===== src/rtl/iomem_host_bridge.sv =====
// Host-side iomem initiator: parses 'R'/'W' command frames from a byte stream,
// runs one iomem transaction per frame and streams back status and read data.
module iomem_host_bridge #(
    parameter int TIMEOUT_CYCLES = 1024,
    parameter int TO_BITS        = 16
) (
    input  logic        clk,
    input  logic        resetn,
    input  logic        rx_valid,
    input  logic [7:0]  rx_data,
    output logic        rx_ready,
    output logic        tx_valid,
    output logic [7:0]  tx_data,
    input  logic        tx_ready,
    output logic        iomem_valid,
    input  logic        iomem_ready,
    output logic [3:0]  iomem_wstrb,
    output logic [31:0] iomem_addr,
    output logic [31:0] iomem_wdata,
    input  logic [31:0] iomem_rdata,
    output logic        busy
);

    localparam logic [7:0] OP_READ    = 8'h52;
    localparam logic [7:0] OP_WRITE   = 8'h57;
    localparam logic [7:0] ST_OK      = 8'h00;
    localparam logic [7:0] ST_TIMEOUT = 8'hEE;
    localparam logic [7:0] ST_BADOP   = 8'h3F;
    localparam logic [TO_BITS-1:0] TO_LAST = TO_BITS'(TIMEOUT_CYCLES - 1);

    typedef enum logic [2:0] {S_IDLE, S_ADDR, S_DATA, S_BUS, S_RESP} state_t;

    state_t             state;
    logic               is_write;
    logic [1:0]         byte_cnt;
    logic [TO_BITS-1:0] to_cnt;
    logic [31:0]        rdata_q;
    logic [2:0]         resp_idx;
    logic [2:0]         resp_last;
    logic               rx_fire;
    logic               tx_fire;

    assign rx_fire = rx_valid & rx_ready;
    assign tx_fire = tx_valid & tx_ready;

    // Response byte idx (1..4) carries read data MSB first; byte 0 is the status.
    function automatic logic [7:0] rdata_byte(input logic [31:0] w, input logic [2:0] idx);
        case (idx)
            3'd1:    return w[31:24];
            3'd2:    return w[23:16];
            3'd3:    return w[15:8];
            default: return w[7:0];
        endcase
    endfunction

    always_ff @(posedge clk or negedge resetn) begin
        if (!resetn) begin
            state       <= S_IDLE;
            rx_ready    <= 1'b0;
            tx_valid    <= 1'b0;
            tx_data     <= 8'h00;
            iomem_valid <= 1'b0;
            iomem_wstrb <= 4'h0;
            iomem_addr  <= 32'h0;
            iomem_wdata <= 32'h0;
            busy        <= 1'b0;
            is_write    <= 1'b0;
            byte_cnt    <= 2'd0;
            to_cnt      <= '0;
            rdata_q     <= 32'h0;
            resp_idx    <= 3'd0;
            resp_last   <= 3'd0;
        end else begin
            case (state)
                S_IDLE: begin
                    rx_ready <= 1'b1;
                    if (rx_fire) begin
                        busy     <= 1'b1;
                        byte_cnt <= 2'd0;
                        if (rx_data == OP_READ || rx_data == OP_WRITE) begin
                            is_write <= (rx_data == OP_WRITE);
                            state    <= S_ADDR;
                        end else begin
                            rx_ready  <= 1'b0;
                            tx_valid  <= 1'b1;
                            tx_data   <= ST_BADOP;
                            resp_idx  <= 3'd0;
                            resp_last <= 3'd0;
                            state     <= S_RESP;
                        end
                    end
                end
                S_ADDR: begin
                    if (rx_fire) begin
                        iomem_addr <= {iomem_addr[23:0], rx_data};
                        byte_cnt   <= byte_cnt + 2'd1;
                        if (byte_cnt == 2'd3) begin
                            if (is_write) begin
                                state <= S_DATA;
                            end else begin
                                rx_ready <= 1'b0;
                                to_cnt   <= '0;
                                state    <= S_BUS;
                            end
                        end
                    end
                end
                S_DATA: begin
                    if (rx_fire) begin
                        iomem_wdata <= {iomem_wdata[23:0], rx_data};
                        byte_cnt    <= byte_cnt + 2'd1;
                        if (byte_cnt == 2'd3) begin
                            rx_ready <= 1'b0;
                            to_cnt   <= '0;
                            state    <= S_BUS;
                        end
                    end
                end
                S_BUS: begin
                    // Entry cycle only issues the request; ready is not looked at until valid is up.
                    if (!iomem_valid) begin
                        iomem_valid <= 1'b1;
                        iomem_wstrb <= is_write ? 4'hF : 4'h0;
                        to_cnt      <= '0;
                    end else if (iomem_ready) begin
                        iomem_valid <= 1'b0;
                        iomem_wstrb <= 4'h0;
                        rdata_q     <= iomem_rdata;
                        tx_valid    <= 1'b1;
                        tx_data     <= ST_OK;
                        resp_idx    <= 3'd0;
                        resp_last   <= is_write ? 3'd0 : 3'd4;
                        state       <= S_RESP;
                    end else if (to_cnt == TO_LAST) begin
                        iomem_valid <= 1'b0;
                        iomem_wstrb <= 4'h0;
                        tx_valid    <= 1'b1;
                        tx_data     <= ST_TIMEOUT;
                        resp_idx    <= 3'd0;
                        resp_last   <= 3'd0;
                        state       <= S_RESP;
                    end else begin
                        to_cnt <= to_cnt + 1'b1;
                    end
                end
                S_RESP: begin
                    if (tx_fire) begin
                        if (resp_idx == resp_last) begin
                            tx_valid <= 1'b0;
                            busy     <= 1'b0;
                            rx_ready <= 1'b1;
                            state    <= S_IDLE;
                        end else begin
                            resp_idx <= resp_idx + 3'd1;
                            tx_data  <= rdata_byte(rdata_q, resp_idx + 3'd1);
                        end
                    end
                end
                default: begin
                    state    <= S_IDLE;
                    busy     <= 1'b0;
                    rx_ready <= 1'b0;
                    tx_valid <= 1'b0;
                end
            endcase
        end
    end

endmodule


===== config.mk =====
export PLATFORM = sky130hd
export DESIGN_NAME = iomem_host_bridge
export DESIGN_NICKNAME = d
export VERILOG_FILES = /design/src/rtl/iomem_host_bridge.sv
export SDC_FILE = /design/constraint.sdc
export NUM_CORES = 1
export LEC_CHECK = 0
export ABC_AREA = 1
export CAP_MARGIN = 20
export CORE_ASPECT_RATIO = 0.8
export CORE_UTILIZATION = 55
export CTS_BUF_LIST = sky130_fd_sc_hd__clkbuf_8
export CTS_CLUSTER_SIZE = 8
export DETAILED_ROUTE_END_ITERATION = 10
export HOLD_SLACK_MARGIN = 0.1
export PLACE_DENSITY = 0.94
export SLEW_MARGIN = 20
export SYNTH_ARGS = -nofsm -noshare
export SYNTH_HDL_FRONTEND = slang
export SYNTH_SLANG_ARGS = --single-unit

===== constraint.sdc =====
create_clock -name clk -period 4.45 [get_ports clk]
set_clock_uncertainty 0.05 [all_clocks]
set_input_delay 0.89 -clock clk [delete_from_list [all_inputs] [get_ports clk]]
set_output_delay 0.89 -clock clk [all_outputs]
set_load 0.02 [all_outputs]

==> impl_metrics.yaml, run 1 <==
setup_path:
  regToRegSetupSlack_ns: 1.87
  path_buf_inv: 1
  crit_chain: "clkdlybuf4s50_1"
  cp.depth: 1
  critical_path_arrival_ns: 1.72
  reg2reg_depth: 11
  endpoint_kind: "output port"
  r2r_end: "tx_data[5]$_DFFE_PN0P_"
  startpoint_type: "flip-flop"
  critPathRequiredTime_ns: 3.51
  slowest_stage: "clkdlybuf4s50_1"
  crit_type: "reg2out"
  regToRegStartpoint: "resp_idx[0]$_DFFE_PN0P_"
  critPathTopFamily: "buffers and inverters"
  worstPathMaxFanout: 11
  slowest_delay_ns: 0.69
grt:
  grt_pass1_vias: 5298
  grt.overflow.total: 0
  grt_first_pass_wirelength_um: 25500
  grt.total_usage: 0.274
  antenna_found_initial: 0
  grt_max_degree: 136
place:
  port-buffer-count: 124
  gp_congestion: 0.852
  numPlacedInstances: 983
  preCtsSetupSlack_ns: 1.27
  post-dp-hpwl_um: 10700
cts:
  postCtsHoldBufs: 0
  cts_made_buffers: 17
  cts_tree: "yes"
  cts_max_level: 4
  post_cts_buffers: 0
  cts.sinks: 135
  clock_latency_ns: 0.44
  cts_root_buf: "clkbuf_8"
  clockBufferDepth: 2
  ctsResizeCount: 0
  clk_pin_slew_ns: 0.09
cells_and_area:
  final_cell_count_no_fill: 1015
  nets: 910
  synthToLayoutAreaGrowth_pct: 26.8
  drive_gt1_frac: 0.110
  diodes: 0
  final_util: 0.729
floorplan:
  die_area_sq_mm: 0.0120
  die_w_um: 122
  top_level_ports: 125
  coreArea_sq_mm: 0.0111
  die_h_um: 98.4
  fp-row-count: 34
  start_util: 0.575
power:
  power_w: 0.00236
  p_per_area_mw_per_mm2: 292
  intPower_w: 0.00181
  power_frac_seq: 0.519
  switching_power_w: 0.000555
  p_clk_frac: 0.451
  p_comb_frac: 0.030
  p_leak_nw: 4.09
  power.share.switching: 0.235
  peakVddDrop_mv: 0.193
yosys:
  syn_inst: 742
  synth_nets: 794
  yosysWarnings: 0
  ys_seq_elements: 135
  syn-cell-area_sq_mm: 0.00639
  syn_area_per_cell_sq_um: 8.61
  yosysSeqAreaShare: 0.529
  synth_cell_types: 32
timing:
  period_needed_ns: 2.66
  finalHoldViolCount: 0
  max_freq_mhz: 376
  period_share: 0.598
  fin_setup_tns_ns: 0
  finalSetupViolations: 0
  max_slew_margin: 0.474
  setup_ws_ns: 1.79
  grt_setup_unrepaired: "false"
  tightestPinTransition_ns: 0.789
  slew_violations: 0
routing:
  met1_length_um: 6550
  wl_met3_um: 863
  via_per_inst: 5.42
  postRouteWirelength_um: 15200
  vias: 5497
  maxUsedRoutingLayer: "met4"
  drtAntennaViolNets: 0
  drt_iter0_markers: 510
  drcViolationCount: 0
  route.met2.wl_um: 7460
  wl_per_cell_um: 15.0
  dr.pass1.iters: 5
job:
  maxCapViolations: 0
outcome:
  status: "finished, final reports clean"
worst_hold_path:
  hp-class: "in2async"
placed cells by master (no fill, tap or decap), drive strengths merged:
cell type      count
nand2            245
dfrtp            135
clkdlybuf4s50    123
inv               76
o21ai             64
nand3             62
nor2              49
mux2              34
clkbuf            19
nand4             18
a21oi              7
ha                 7
nor3               5
o21bai             5
buf                5
xor2               3
xnor2              2
bufinv             2
clkinv             2
clkinvlp           2
a31oi              1
o31ai              1
a21o               1
or2                1
and2               1
nor3b              1
metal layers:
metal,GRT usage,vias to the layer above
li1,-,2621
met1,0.374,2626
met2,0.427,210
met3,0.0678,40
met4,0.0919,0
met5,0,-
Yosys cell counts:
cell / count / share of area
dfrtp_1: 135 / 0.53
buf_6: 5 / 0.0088
nor2_2: 4 / 0.0039
o31ai_1: 1 / 0.0012
mux2_2: 34 / 0.060
o21ai_0: 53 / 0.042
nand2_1: 242 / 0.14
o21bai_1: 5 / 0.0059
nand3_4: 2 / 0.0055
a21o_1: 1 / 0.0012
nand3_2: 1 / 0.0016
or2_2: 1 / 0.00098
nor3_1: 5 / 0.0039
a21oi_1: 7 / 0.0055
o21ai_1: 8 / 0.0063
nand3_1: 59 / 0.046
o21ai_2: 3 / 0.0041
ha_1: 7 / 0.014
xor2_1: 3 / 0.0041
inv_2: 6 / 0.0035
inv_1: 63 / 0.037
nor3b_1: 1 / 0.0012
nand4_1: 18 / 0.018
clkbuf_1: 15 / 0.0088
nor2_1: 43 / 0.025
a31oi_1: 1 / 0.00098
buf_4: 3 / 0.0035
and2_1: 1 / 0.00098
buf_2: 8 / 0.0063
nand2_2: 3 / 0.0029
xnor2_1: 2 / 0.0027
nor2_4: 2 / 0.0035
registers in the layout, indices dropped and copies added (netlist names):
register     count
iomem_addr      32
iomem_wdata     32
rdata_q         32
to_cnt          16
tx_data          8
resp_idx         3
state            3
byte_cnt         2
busy             1
iomem_valid      1
iomem_wstrb      1
is_write         1
resp_last        1
rx_ready         1
tx_valid         1
kinds of logic after synthesis:
logic type	Yosys count	synth area share
AND/OR/NAND/NOR	382	0.256
flip-flops	135	0.529
buffers and inverters	100	0.0680
AO/OA/AOI/OAI	79	0.0666
multiplexers	34	0.0600
adder cells (fa/ha/maj)	7	0.0137
XOR/XNOR	5	0.00686
layout make-up:
cell class	instances	area, sq um
inverter	69	259
tap	144	180
fill	790	3010
sequential	135	3380
multi-input combinational	507	2580
clock buffer	19	262
clock inverter	13	156
timing repair buffer	128	1280
metrics by stage:
stage	cell area, sq um	hold WS, ns
floorplan	6390	0.393
global placement	7670	0.408
detailed placement	7670	0.409
CTS	8090	0.430
global route	8100	0.448
finish	8100	0.425
power by group through the flow:
| stage | Combinational [W] | Clock (W) | Sequential [W] |
|---|---|---|---|
| floorplan | 0.00000366 | 0 | 0.00125 |
| global placement | 0.0000706 | 0 | 0.00125 |
| detailed placement | 0.0000721 | 0 | 0.00125 |
| CTS | 0.0000721 | 0.00108 | 0.00123 |
| global route | 0.0000789 | 0.00113 | 0.00123 |
| finish | 0.0000703 | 0.00107 | 0.00123 |
worst max-delay path by stage:
stage                                 start                           to  slack (ns)
floorplan                          rx_valid  iomem_wdata[10]$_DFFE_PN0P_        2.42
CTS                                rx_valid  iomem_wdata[27]$_DFFE_PN0P_        1.74
global placement                   rx_valid  iomem_wdata[18]$_DFFE_PN0P_        1.34
detailed placement                 rx_valid    iomem_addr[6]$_DFFE_PN0P_        1.27
global route        resp_idx[0]$_DFFE_PN0P_       tx_data[5]$_DFFE_PN0P_        1.59
finish              iomem_valid$_DFFE_PN0P_                  iomem_valid        1.79
Note: power is estimated with default switching activity, not from simulation.
==> run 2, diff against run 1 <==
- CORE_UTILIZATION: 55 -> 54
- PLACE_DENSITY: 0.94 -> 0.93
- clock period: 4.45 -> 2.5 ns (I/O delays scaled with it)
==> run 2 against run 1 <==
Sequential power increased by 77%. Worst hold slack better by 0.0018 ns. Sequential cell count is the same. Sequential share of layout area fell by 0.59 points. Total power up 82%. Utilization down 1.6 points. Routed wire length decreased by 1.2%. Cell area increased by 1.4%. Clock-buffer cell count fell by 2. Global-route usage shrank 0.21 points. Non-clock buffer count increased by 8. Highest routed layer unchanged.
==> impl_metrics.yaml, run 2 (same netlist as run 1, synthesis figures left out) <==
cells_and_area:
  nets: 918
  final_cell_area_sq_mm: 0.00821
  multi_input_area_sq_mm: 0.00258
  regArea_sq_mm: 0.00338
  synthToLayoutAreaGrowth_pct: 28.6
  top_regs: "iomem_addr x32, iomem_wdata x32, rdata_q x32"
  final_cell_count_no_fill: 1027
  drive_gt1_frac: 0.115
  n_fill_cell: 831
  diodes: 0
  final_cell_mix: "242 x nand2_1, 135 x dfrtp_1, 123 x clkdlybuf4s50_1"
  final_common_cell: "nand2_1"
cts:
  cts_made_buffers: 17
  cts_root_buf: "clkbuf_8"
  cts_max_level: 4
  clockBufferDepth: 2
  post_cts_buffers: 0
  cts.sinks: 135
  cts_tree: "yes"
  clk_pin_slew_ns: 0.08
  clock_latency_ns: 0.44
  ctsResizeCount: 0
place:
  dpl-instance-area_sq_mm: 0.00777
  gp_congestion: 0.919
  numPlacedInstances: 994
  post-dp-hpwl_um: 10700
  port-buffer-count: 124
floorplan:
  top_level_ports: 125
  die_w_um: 124
  fp-row-count: 35
  start_util: 0.554
  die_area_sq_mm: 0.0123
  coreArea_sq_mm: 0.0115
  die_h_um: 99.3
setup_path:
  startpoint_type: "flip-flop"
  critPathTopFamily: "buffers and inverters"
  endpoint_kind: "output port"
  path_buf_inv: 1
  critPathRequiredTime_ns: 1.95
  worstPathMaxFanout: 11
  cp.depth: 1
  crit_type: "reg2out"
  slowest_delay_ns: 0.68
  crit_chain: "clkdlybuf4s50_1"
  critical_path_arrival_ns: 1.71
  slowest_stage: "clkdlybuf4s50_1"
  reg2reg_depth: 11
timing:
  max_slew_margin: 0.542
  slew_violations: 0
  finalSetupViolations: 0
  period_share: 0.905
  tightestPinTransition_ns: 0.686
  period_needed_ns: 2.26
  grt_setup_unrepaired: "false"
  fin_setup_tns_ns: 0
  max_freq_mhz: 442
  finalHoldWorstSlack_ns: 0.427
  finalHoldViolCount: 0
routing:
  wl_per_cell_um: 14.7
  vias: 5468
  via_per_inst: 5.32
  drtAntennaViolNets: 0
  dr.pass1.iters: 5
  drcViolationCount: 0
  postRouteWirelength_um: 15100
  drt_iter0_markers: 431
power:
  p_leak_nw: 4.14
  peakVddDrop_mv: 0.317
  p_per_area_mw_per_mm2: 523
grt:
  grt_first_pass_wirelength_um: 25600
  grt_pass1_vias: 5289
  grt.overflow.total: 0
  antenna_found_initial: 0
  grt.total_usage: 0.272
  grt_max_degree: 53
outcome:
  status: "finished, final reports clean"
job:
  maxCapViolations: 0
worst_hold_path:
  hp-class: "reg2reg"
  hold_path_depth: 2
## run 2: routing by layer
metal / part of all wire / wire length [um] / vias to the layer above / GRT usage
met3: 0.052 / 777 / 35 / 0.0516
li1: - / - / 2642 / -
met2: 0.48 / 7230 / 196 / 0.434
met5: 0 / 0 / - / 0
met4: 0.023 / 353 / 0 / 0.108
met1: 0.44 / 6690 / 2595 / 0.366
## run 2: final cells by class
type | count | area share
multi-input combinational | 507 | 0.314
clock buffer | 17 | 0.0285
inverter | 69 | 0.0315
sequential | 135 | 0.411
timing repair buffer | 136 | 0.168
clock inverter | 15 | 0.0244
tap | 148 | 0.0225
## run 2: path summary, 6_finish.rpt
kind                            slack (ns)                           to                     from
worst max-delay path                  0.24                  iomem_valid  iomem_valid$_DFFE_PN0P_
worst min-delay path                  0.43      rdata_q[13]$_DFFE_PN0P_  rdata_q[13]$_DFFE_PN0P_
worst max register to register        0.34       tx_data[1]$_DFFE_PN0P_  resp_idx[0]$_DFFE_PN0P_
worst min register to register        0.43      rdata_q[13]$_DFFE_PN0P_  rdata_q[13]$_DFFE_PN0P_
max in group asynchronous             1.20      rdata_q[16]$_DFFE_PN0P_                   resetn
min in group asynchronous             0.55  iomem_wdata[19]$_DFFE_PN0P_                   resetn
## run 2: metrics by stage
| step | power [W] | util | setup WS [ns] |
|---|---|---|---|
| 2_1_floorplan | 0.00223 | - | 0.768 |
| 3_3_place_gp | 0.00236 | 0.675 | 0.365 |
| 3_5_place_dp | 0.00236 | 0.675 | 0.331 |
| 4_1_cts | 0.00432 | 0.713 | 0.232 |
| 5_1_grt | 0.00445 | 0.713 | 0.149 |
| 6_report | 0.00430 | 0.713 | 0.238 |
## run 2: timing repair
item	CTS	global route
endpoints found under the hold margin	39	0
hold buffers	1	0
setup endpoints to repair	0	0
## run 2: worst min-delay path: stages (launching register included)
cell and delay [ns]:
dfrtp_1 0.35, nand2_1 0.05, nand2_1 0.05
## run 2: power by group
group	internal (W)	switching, W	total (W)
Clock	0.00109	0.000891	0.00198
Combinational	0.0000722	0.0000633	0.000135
Sequential	0.00218	0	0.00218
Total	0.00334	0.000954	0.00430
